`src/rtl/ct_spsram_ctrl_pkg.sv`:
```
// Shared constants for the 256x7 single-port SRAM controller:
// FSM state encodings, round-robin pointer encodings and default geometry.
package ct_spsram_ctrl_pkg;

  typedef logic [1:0] ct_state_t;

  // Controller FSM states
  localparam ct_state_t ST_IDLE = 2'd0;
  localparam ct_state_t ST_INIT = 2'd1;
  localparam ct_state_t ST_RUN  = 2'd2;

  // Round-robin pointer: records which side won the last contested cycle
  localparam logic RR_RD = 1'b0;
  localparam logic RR_WR = 1'b1;

  // Default geometry and clear value
  localparam int         CT_AW       = 8;
  localparam int         CT_DW       = 7;
  localparam logic [6:0] CT_INIT_VAL = 7'h00;

endpackage

```
`src/rtl/ct_spsram_256x7_ctrl_if.sv`:
```
// Bus bundle between requesters, the SRAM controller and the SRAM macro.
//
// Handshake: a requester raises *_req with its address/data stable and holds
// them until it sees *_gnt high in the same cycle; the transfer happens on
// the rising edge where req & gnt are both 1. Grants are combinational and
// nothing is queued inside the controller. Read data returns on rd_vld one
// cycle after rd_gnt, with no back-pressure.
interface ct_spsram_256x7_ctrl_if #(
  parameter int AW = 8,
  parameter int DW = 7
);
  // read requester
  logic          rd_req;
  logic [AW-1:0] rd_addr;
  logic          rd_gnt;
  logic          rd_vld;
  logic [DW-1:0] rd_data;
  // masked-write requester
  logic          wr_req;
  logic [AW-1:0] wr_addr;
  logic [DW-1:0] wr_data;
  logic [DW-1:0] wr_mask;
  logic          wr_gnt;
  // clear control
  logic          init_start;
  logic          init_busy;
  // SRAM macro pins
  logic [AW-1:0] sram_a;
  logic          sram_cen;
  logic          sram_gwen;
  logic [DW-1:0] sram_wen;
  logic [DW-1:0] sram_d;
  logic [DW-1:0] sram_q;
  // FSM state for observation
  logic [1:0]    dbg_state;

  modport slave (
    input  rd_req, rd_addr, wr_req, wr_addr, wr_data, wr_mask, init_start, sram_q,
    output rd_gnt, rd_vld, rd_data, wr_gnt, init_busy,
           sram_a, sram_cen, sram_gwen, sram_wen, sram_d, dbg_state
  );

  modport master (
    output rd_req, rd_addr, wr_req, wr_addr, wr_data, wr_mask, init_start, sram_q,
    input  rd_gnt, rd_vld, rd_data, wr_gnt, init_busy,
           sram_a, sram_cen, sram_gwen, sram_wen, sram_d, dbg_state
  );

endinterface

```
`src/rtl/ct_spsram_rr_arb2.sv`:
```
// Two-requester round-robin arbiter. req[0]/gnt[0] is the read side,
// req[1]/gnt[1] the write side. The pointer only moves on contested cycles,
// so a lone requester never changes who wins the next tie.
module ct_spsram_rr_arb2
  import ct_spsram_ctrl_pkg::*;
(
  input  logic       i_clk,
  input  logic       i_rst,
  input  logic       i_en,
  input  logic [1:0] i_req,
  output logic [1:0] o_gnt
);

  logic r_last;
  logic w_rd_gnt;
  logic w_wr_gnt;

  assign w_rd_gnt = i_en & i_req[0] & (~i_req[1] | (r_last == RR_WR));
  assign w_wr_gnt = i_en & i_req[1] & ~w_rd_gnt;
  assign o_gnt    = {w_wr_gnt, w_rd_gnt};

  // Remember the winner of a contested cycle; read wins the first tie
  always_ff @(posedge i_clk or posedge i_rst) begin
    if (i_rst) begin
      r_last <= RR_WR;
    end else if (i_en & i_req[0] & i_req[1]) begin
      r_last <= w_rd_gnt ? RR_RD : RR_WR;
    end
  end

endmodule

```
`src/rtl/ct_spsram_256x7_ctrl.sv`:
```
// Sequencer/arbiter in front of a 256x7 single-port SRAM (active-low
// CEN/GWEN/WEN, 1-cycle read latency). Arbitrates one reader and one masked
// writer round-robin and optionally clears the array after reset/on demand.
// Build option: CT_SPSRAM_CTRL_INIT_EN enables the clear sweep (INIT state,
// init_start, init_busy). Without it the FSM goes IDLE->RUN directly.
module ct_spsram_256x7_ctrl
  import ct_spsram_ctrl_pkg::*;
#(
  parameter int            AW       = CT_AW,
  parameter int            DW       = CT_DW,
  parameter logic [DW-1:0] INIT_VAL = DW'(CT_INIT_VAL)
) (
  input  logic                   CLK,
  input  logic                   RST,
  ct_spsram_256x7_ctrl_if.slave  bus
);

  logic [1:0]    r_state;
  logic [1:0]    w_next;
  logic [1:0]    w_gnt;
  logic          r_rd_vld;
  logic [AW-1:0] r_a;
  logic [DW-1:0] r_d;
  logic [AW-1:0] w_a;
  logic [DW-1:0] w_d;
  logic          w_cen;
  logic          w_gwen;
  logic [DW-1:0] w_wen;
  logic          w_init_go;
  logic          w_init_last;
  logic [AW-1:0] w_init_a;

`ifdef CT_SPSRAM_CTRL_INIT_EN
  localparam logic [1:0] ST_AFTER_RST = ST_INIT;
  logic [AW-1:0] r_init_cnt;

  assign w_init_go     = bus.init_start;
  assign w_init_last   = (r_init_cnt == {AW{1'b1}});
  assign w_init_a      = r_init_cnt;
  assign bus.init_busy = (r_state == ST_INIT);

  // Sweep address: steps once per INIT cycle and wraps to 0 after the last entry
  always_ff @(posedge CLK or posedge RST) begin
    if (RST) begin
      r_init_cnt <= '0;
    end else if (r_state == ST_INIT) begin
      r_init_cnt <= r_init_cnt + 1'b1;
    end
  end
`else
  localparam logic [1:0] ST_AFTER_RST = ST_RUN;
  logic w_unused_init_start;

  assign w_unused_init_start = bus.init_start;
  assign w_init_go           = 1'b0;
  assign w_init_last         = 1'b1;
  assign w_init_a            = '0;
  assign bus.init_busy       = 1'b0;
`endif

  ct_spsram_rr_arb2 u_arb (
    .i_clk (CLK),
    .i_rst (RST),
    .i_en  (r_state == ST_RUN),
    .i_req ({bus.wr_req, bus.rd_req}),
    .o_gnt (w_gnt)
  );

  assign bus.rd_gnt = w_gnt[0];
  assign bus.wr_gnt = w_gnt[1];

  // Next-state: leave IDLE right after reset, finish sweep on last entry
  always_comb begin
    w_next = r_state;
    case (r_state)
      ST_IDLE: w_next = ST_AFTER_RST;
      ST_INIT: if (w_init_last) w_next = ST_RUN;
      ST_RUN:  if (w_init_go)   w_next = ST_INIT;
      default: w_next = ST_IDLE;
    endcase
  end

  // SRAM pin drive; address/data hold their last value when nothing is granted
  always_comb begin
    w_cen  = 1'b1;
    w_gwen = 1'b1;
    w_wen  = '1;
    w_a    = r_a;
    w_d    = r_d;
    case (r_state)
      ST_IDLE: begin
        w_a = '0;
        w_d = '0;
      end
      ST_INIT: begin
        w_cen  = 1'b0;
        w_gwen = 1'b0;
        w_wen  = '0;
        w_a    = w_init_a;
        w_d    = INIT_VAL;
      end
      ST_RUN: begin
        if (w_gnt[0]) begin
          w_cen = 1'b0;
          w_a   = bus.rd_addr;
        end else if (w_gnt[1]) begin
          w_cen  = 1'b0;
          w_gwen = 1'b0;
          w_wen  = ~bus.wr_mask;
          w_a    = bus.wr_addr;
          w_d    = bus.wr_data;
        end
      end
      default: begin
        w_a = '0;
        w_d = '0;
      end
    endcase
  end

  // State, held pin values and read-valid pipeline stage
  always_ff @(posedge CLK or posedge RST) begin
    if (RST) begin
      r_state  <= ST_IDLE;
      r_a      <= '0;
      r_d      <= '0;
      r_rd_vld <= 1'b0;
    end else begin
      r_state  <= w_next;
      r_a      <= w_a;
      r_d      <= w_d;
      r_rd_vld <= w_gnt[0];
    end
  end

  assign bus.sram_cen  = w_cen;
  assign bus.sram_gwen = w_gwen;
  assign bus.sram_wen  = w_wen;
  assign bus.sram_a    = w_a;
  assign bus.sram_d    = w_d;
  assign bus.rd_vld    = r_rd_vld;
  assign bus.rd_data   = r_rd_vld ? bus.sram_q : '0;
  assign bus.dbg_state = r_state;

endmodule

```
`src/flat_wrapper.sv`:
```
// flat-port wrapper written by rule: the top's interface ports become plain ports
module ct_spsram_256x7_ctrl_flat import ct_spsram_ctrl_pkg::*;
#(
  parameter int            AW       = CT_AW,
  parameter int            DW       = CT_DW,
  parameter logic [DW-1:0] INIT_VAL = DW'(CT_INIT_VAL)
)
  (CLK, RST, bus_rd_req, bus_rd_addr, bus_wr_req, bus_wr_addr, bus_wr_data, bus_wr_mask, bus_init_start, bus_sram_q, bus_rd_gnt, bus_rd_vld, bus_rd_data, bus_wr_gnt, bus_init_busy, bus_sram_a, bus_sram_cen, bus_sram_gwen, bus_sram_wen, bus_sram_d, bus_dbg_state);
  ct_spsram_256x7_ctrl_if #(.AW(AW), .DW(DW)) bus_i ();
  input  logic CLK;
  input  logic RST;
  input wire logic [$bits(bus_i.rd_req)-1:0] bus_rd_req;
  input wire logic [$bits(bus_i.rd_addr)-1:0] bus_rd_addr;
  input wire logic [$bits(bus_i.wr_req)-1:0] bus_wr_req;
  input wire logic [$bits(bus_i.wr_addr)-1:0] bus_wr_addr;
  input wire logic [$bits(bus_i.wr_data)-1:0] bus_wr_data;
  input wire logic [$bits(bus_i.wr_mask)-1:0] bus_wr_mask;
  input wire logic [$bits(bus_i.init_start)-1:0] bus_init_start;
  input wire logic [$bits(bus_i.sram_q)-1:0] bus_sram_q;
  output wire logic [$bits(bus_i.rd_gnt)-1:0] bus_rd_gnt;
  output wire logic [$bits(bus_i.rd_vld)-1:0] bus_rd_vld;
  output wire logic [$bits(bus_i.rd_data)-1:0] bus_rd_data;
  output wire logic [$bits(bus_i.wr_gnt)-1:0] bus_wr_gnt;
  output wire logic [$bits(bus_i.init_busy)-1:0] bus_init_busy;
  output wire logic [$bits(bus_i.sram_a)-1:0] bus_sram_a;
  output wire logic [$bits(bus_i.sram_cen)-1:0] bus_sram_cen;
  output wire logic [$bits(bus_i.sram_gwen)-1:0] bus_sram_gwen;
  output wire logic [$bits(bus_i.sram_wen)-1:0] bus_sram_wen;
  output wire logic [$bits(bus_i.sram_d)-1:0] bus_sram_d;
  output wire logic [$bits(bus_i.dbg_state)-1:0] bus_dbg_state;
  assign bus_i.rd_req = bus_rd_req;
  assign bus_i.rd_addr = bus_rd_addr;
  assign bus_i.wr_req = bus_wr_req;
  assign bus_i.wr_addr = bus_wr_addr;
  assign bus_i.wr_data = bus_wr_data;
  assign bus_i.wr_mask = bus_wr_mask;
  assign bus_i.init_start = bus_init_start;
  assign bus_i.sram_q = bus_sram_q;
  assign bus_rd_gnt = bus_i.rd_gnt;
  assign bus_rd_vld = bus_i.rd_vld;
  assign bus_rd_data = bus_i.rd_data;
  assign bus_wr_gnt = bus_i.wr_gnt;
  assign bus_init_busy = bus_i.init_busy;
  assign bus_sram_a = bus_i.sram_a;
  assign bus_sram_cen = bus_i.sram_cen;
  assign bus_sram_gwen = bus_i.sram_gwen;
  assign bus_sram_wen = bus_i.sram_wen;
  assign bus_sram_d = bus_i.sram_d;
  assign bus_dbg_state = bus_i.dbg_state;
  ct_spsram_256x7_ctrl #(.AW(AW), .DW(DW), .INIT_VAL(INIT_VAL)) u_core (.CLK(CLK), .RST(RST), .bus(bus_i));
endmodule
```
`config.mk`:
```
export PLATFORM = sky130hd
export DESIGN_NAME = ct_spsram_256x7_ctrl_flat
export DESIGN_NICKNAME = d
export VERILOG_FILES = /design/src/rtl/ct_spsram_ctrl_pkg.sv /design/src/rtl/ct_spsram_256x7_ctrl_if.sv /design/src/rtl/ct_spsram_rr_arb2.sv /design/src/rtl/ct_spsram_256x7_ctrl.sv /design/src/flat_wrapper.sv
export SDC_FILE = /design/constraint.sdc
export NUM_CORES = 1
export LEC_CHECK = 0
export ABC_CLOCK_PERIOD_IN_PS = 3700
export CORE_MARGIN = 2
export CORE_UTILIZATION = 35
export DETAILED_ROUTE_END_ITERATION = 10
export PLACE_DENSITY = 0.85
export SLEW_MARGIN = 20
export SYNTH_ARGS = -nofsm -noshare
export SYNTH_HDL_FRONTEND = slang
export SYNTH_SLANG_ARGS = --single-unit
```
`constraint.sdc`:
```
create_clock -name CLK -period 3.7 [get_ports CLK]
set_input_delay 0.555 -clock CLK [delete_from_list [all_inputs] [get_ports CLK]]
set_output_delay 0.555 -clock CLK [all_outputs]
set_load 0.02 [all_outputs]
```
==> summary.txt <==
Setup path
  • Crit path cell chain: clkdlybuf4s50_1 > a21bo_1 > o22ai_1 > nor2_1 > clkdlybuf4s50_1
  • Largest stage delay, worst path: 730 ps
  • Crit path capture: bus_sram_a[1]
  • CP max stage cell: clkdlybuf4s50_1
  • R2R depth: 3
  • CP Capture Type: output pin
  • Required time of the critical path: 3140 ps
  • Worst EP arrival: 2610 ps
  • Flop-to-flop setup slack: approximately 2400 ps
  • Critical path class: in2out
  • CP Max Fanout: 10
  • Reg-to-Reg Start: u_core.u_arb.r_last$_DFFE_PP1P_
  • Setup crit start: bus_rd_req
  • Crit start category: primary input
  • Critical R2R Capture: u_core.r_a[1]$_DFF_PP0_
  • Cell mode on critical path: clkdlybuf4s50_1

Cells and area
  • Layout cells sized above 1: 0.0852
  • Fin nets: 219
  • Core Util, Final: 0.643
  • Final Non-Filler Cells: roughly 210
  • N_diodes: 0
  • Post-route cell area: ~1800 sq um
  • Fill cells: 239
  • Layout overhead on the synthesized area: 76.7%

Synthesis
  • Mapped Avg Cell Area: 9.47 sq um
  • Register area share after synthesis: 0.454
  • Cell variety after synth: 24
  • Post-Syn Area: 995 sq um
  • Warnings, synthesis: 0
  • Synthesized instance count: 105
  • #FFs+latches synth: 18

Power
  • PwrDens: between 300 and 400 nW/um^2
  • Pleak: 0.000770 uW
  • VDD IR max: 0.353 mV
  • Power Total: 624 uW

Global routing
  • Initial antenna violation count: 0
  • GRT Overall Usage: 0.168
  • Largest net degree at the start of global routing: 22
  • First-pass GRT wire length: 4.33 mm
  • Vias in the first global route: 1,006
  • Total grt overflow: 0

Status
  • Outcome: finished, final reports clean

Route
  • Routed length per instance: 13.5 um
  • Post-Route WL: between 2 and 3 mm
  • Vias per cell: around 4.9
  • Iteration-0 DRC Markers: 19
  • DRC Markers: 0
  • Post-route ant nets: 0
  • Via Count: between 1,000 and 1,500
  • DRT Pass-1 Iters: 4

Placed design
  • GPL Wtd Cong: 0.711
  • Port Buf Inserts: 75
  • Dpl cells: ~200
  • HPWL after DPL: 2.19 mm
  • DP Area: around 1700 sq um

CTS
  • Cts repair resizes: 0
  • Longest Clk Path Bufs: 2
  • H-tree lvl count: 1
  • CTS tree: built
  • Hold-fix buffers, CTS: 0
  • Root Driver: clkbuf_4
  • Clock tree sinks: 18
  • Post-CTS setup buffer count: 0
  • Cts bufs inserted: 3
  • CTS clk-pin slew, worst paths: ~100 ps
  • Worst skew pair latency: 290 ps

Floorplanning
  • Core area: approximately 2700 sq um
  • Die Width: 57.3 um
  • Initial Util: 0.364
  • Die height: 57.3 um
  • Site Rows: 19
  • # IOs: 79
  • Die area: 3280 sq um

Timing
  • Final Hold Viols: 0
  • Setup TNS: 0 ps
  • FMAX: about 320 MHz
  • Setup-failing EPs final: 0
  • Minimum clock period: ~3200 ps
  • RSZ-0062 raised after global routing: false
  • Clk_skew: 3.11 ps
  • Max-slew violations: 0
  • Worst-margin pin slew: between 600 and 700 ps
  • Relative slew slack: 0.552
  • Final period util: 0.855

Run
  • Maxcap violations: 0

Worst hold path
  • Hold crit path type: reg2reg
critical path, delay by kind of cell:
kind	cells	cell delay, ps
buffers and inverters	2	1360
AO/OA/AOI/OAI	2	520
AND/OR/NAND/NOR	1	170
through the flow:
step                      setup WS [ps]  hold slack, ps
after floorplan                    1740             493
after global placement              586             489
after detailed placement            554             491
after CTS                           544             519
after global routing                429             557
final                               537             511
sequential cells by signal, summed over array words and instances, names as in the netlist:
register and count:
u_core.r_a 8, u_core.u_arb.r_last 1, u_core.r_d 7, u_core.bus.dbg_state 1, u_core.bus.rd_vld 1
cells in the mapped netlist, drive strengths merged:
library cell / count / area (sq um)
nand2: 17 / 68.8
and2: 7 / 43.8
o311a: 5 / 50.1
dfstp: 1 / 26.3
inv: 2 / 7.50
mux2: 3 / 33.8
conb: 2 / 7.51
mux2i: 5 / 50.1
nor2: 4 / 15.0
xnor2: 1 / 8.76
a21bo: 1 / 10.0
buf: 11 / 81.3
a21boi: 1 / 18.8
nand3: 15 / 75.1
dfrtp: 17 / 425
o22ai: 3 / 18.8
nor2b: 1 / 8.76
o21ai: 9 / 45.0
worst min path at each step:
stage / endpoint / depth (start not counted) / from
2_1_floorplan: u_core.bus.dbg_state[1]$_DFFE_PP0N_ / 1 / RST
3_3_place_gp: u_core.r_d[2]$_DFF_PP0_ / 2 / u_core.r_d[2]$_DFF_PP0_
3_5_place_dp: u_core.r_d[0]$_DFF_PP0_ / 2 / u_core.r_d[0]$_DFF_PP0_
4_1_cts: u_core.r_d[0]$_DFF_PP0_ / 2 / u_core.r_d[0]$_DFF_PP0_
5_1_grt: u_core.r_d[6]$_DFF_PP0_ / 2 / u_core.r_d[6]$_DFF_PP0_
6_report: u_core.r_d[0]$_DFF_PP0_ / 2 / u_core.r_d[0]$_DFF_PP0_
logic make-up (layout without fill, tap and decap cells):
kind of cell / count (synthesis) / count (layout) / share of synthesized area
XOR/XNOR: 1 / 1 / 0.00881
other: 2 / 3 / 0.00755
flip-flops: 18 / 18 / 0.454
AND/OR/NAND/NOR: 44 / 44 / 0.213
buffers and inverters: 13 / 83 / 0.0893
AO/OA/AOI/OAI: 19 / 19 / 0.143
multiplexers: 8 / 8 / 0.0843
power by group:
part	internal [uW]	switching (uW)
Combinational	131	126
Clock	60.0	59.5
Sequential	226	20.3
Total	418	206
cells in the final DEF (no fill, tap or decap), drive strengths merged:
| cell type | n |
|---|---|
| clkdlybuf4s50 | 75 |
| dfrtp | 17 |
| nand2 | 17 |
| nand3 | 15 |
| o21ai | 9 |
| and2 | 7 |
| mux2i | 5 |
| o311a | 5 |
| nor2 | 4 |
| clkbuf | 4 |
| o22ai | 3 |
| mux2 | 3 |
| conb | 3 |
| buf | 2 |
| inv | 2 |
| nor2b | 1 |
| a21boi | 1 |
| a21bo | 1 |
| xnor2 | 1 |
| dfstp | 1 |
layer usage:
metal / global-route usage / wire length [um] / part of all wire / up-vias
met3: 0.0635 / 239 / 0.086 / 0
met4: 0.0166 / 0 / 0 / 0
met5: 0 / 0 / 0 / -
met2: 0.325 / 1510 / 0.54 / 42
li1: - / - / - / 499
met1: 0.178 / 1050 / 0.37 / 468
final cells by class:
cell class / instances / area (sq um) / area share
timing repair buffer: 77 / 766 / 0.436
multi-input combinational: 75 / 458 / 0.260
sequential: 18 / 452 / 0.257
tap: 31 / 38.8 / 0.0221
clock buffer: 4 / 36.3 / 0.0206
inverter: 2 / 7.51 / 0.00427
(Power assumes the default switching activity.)
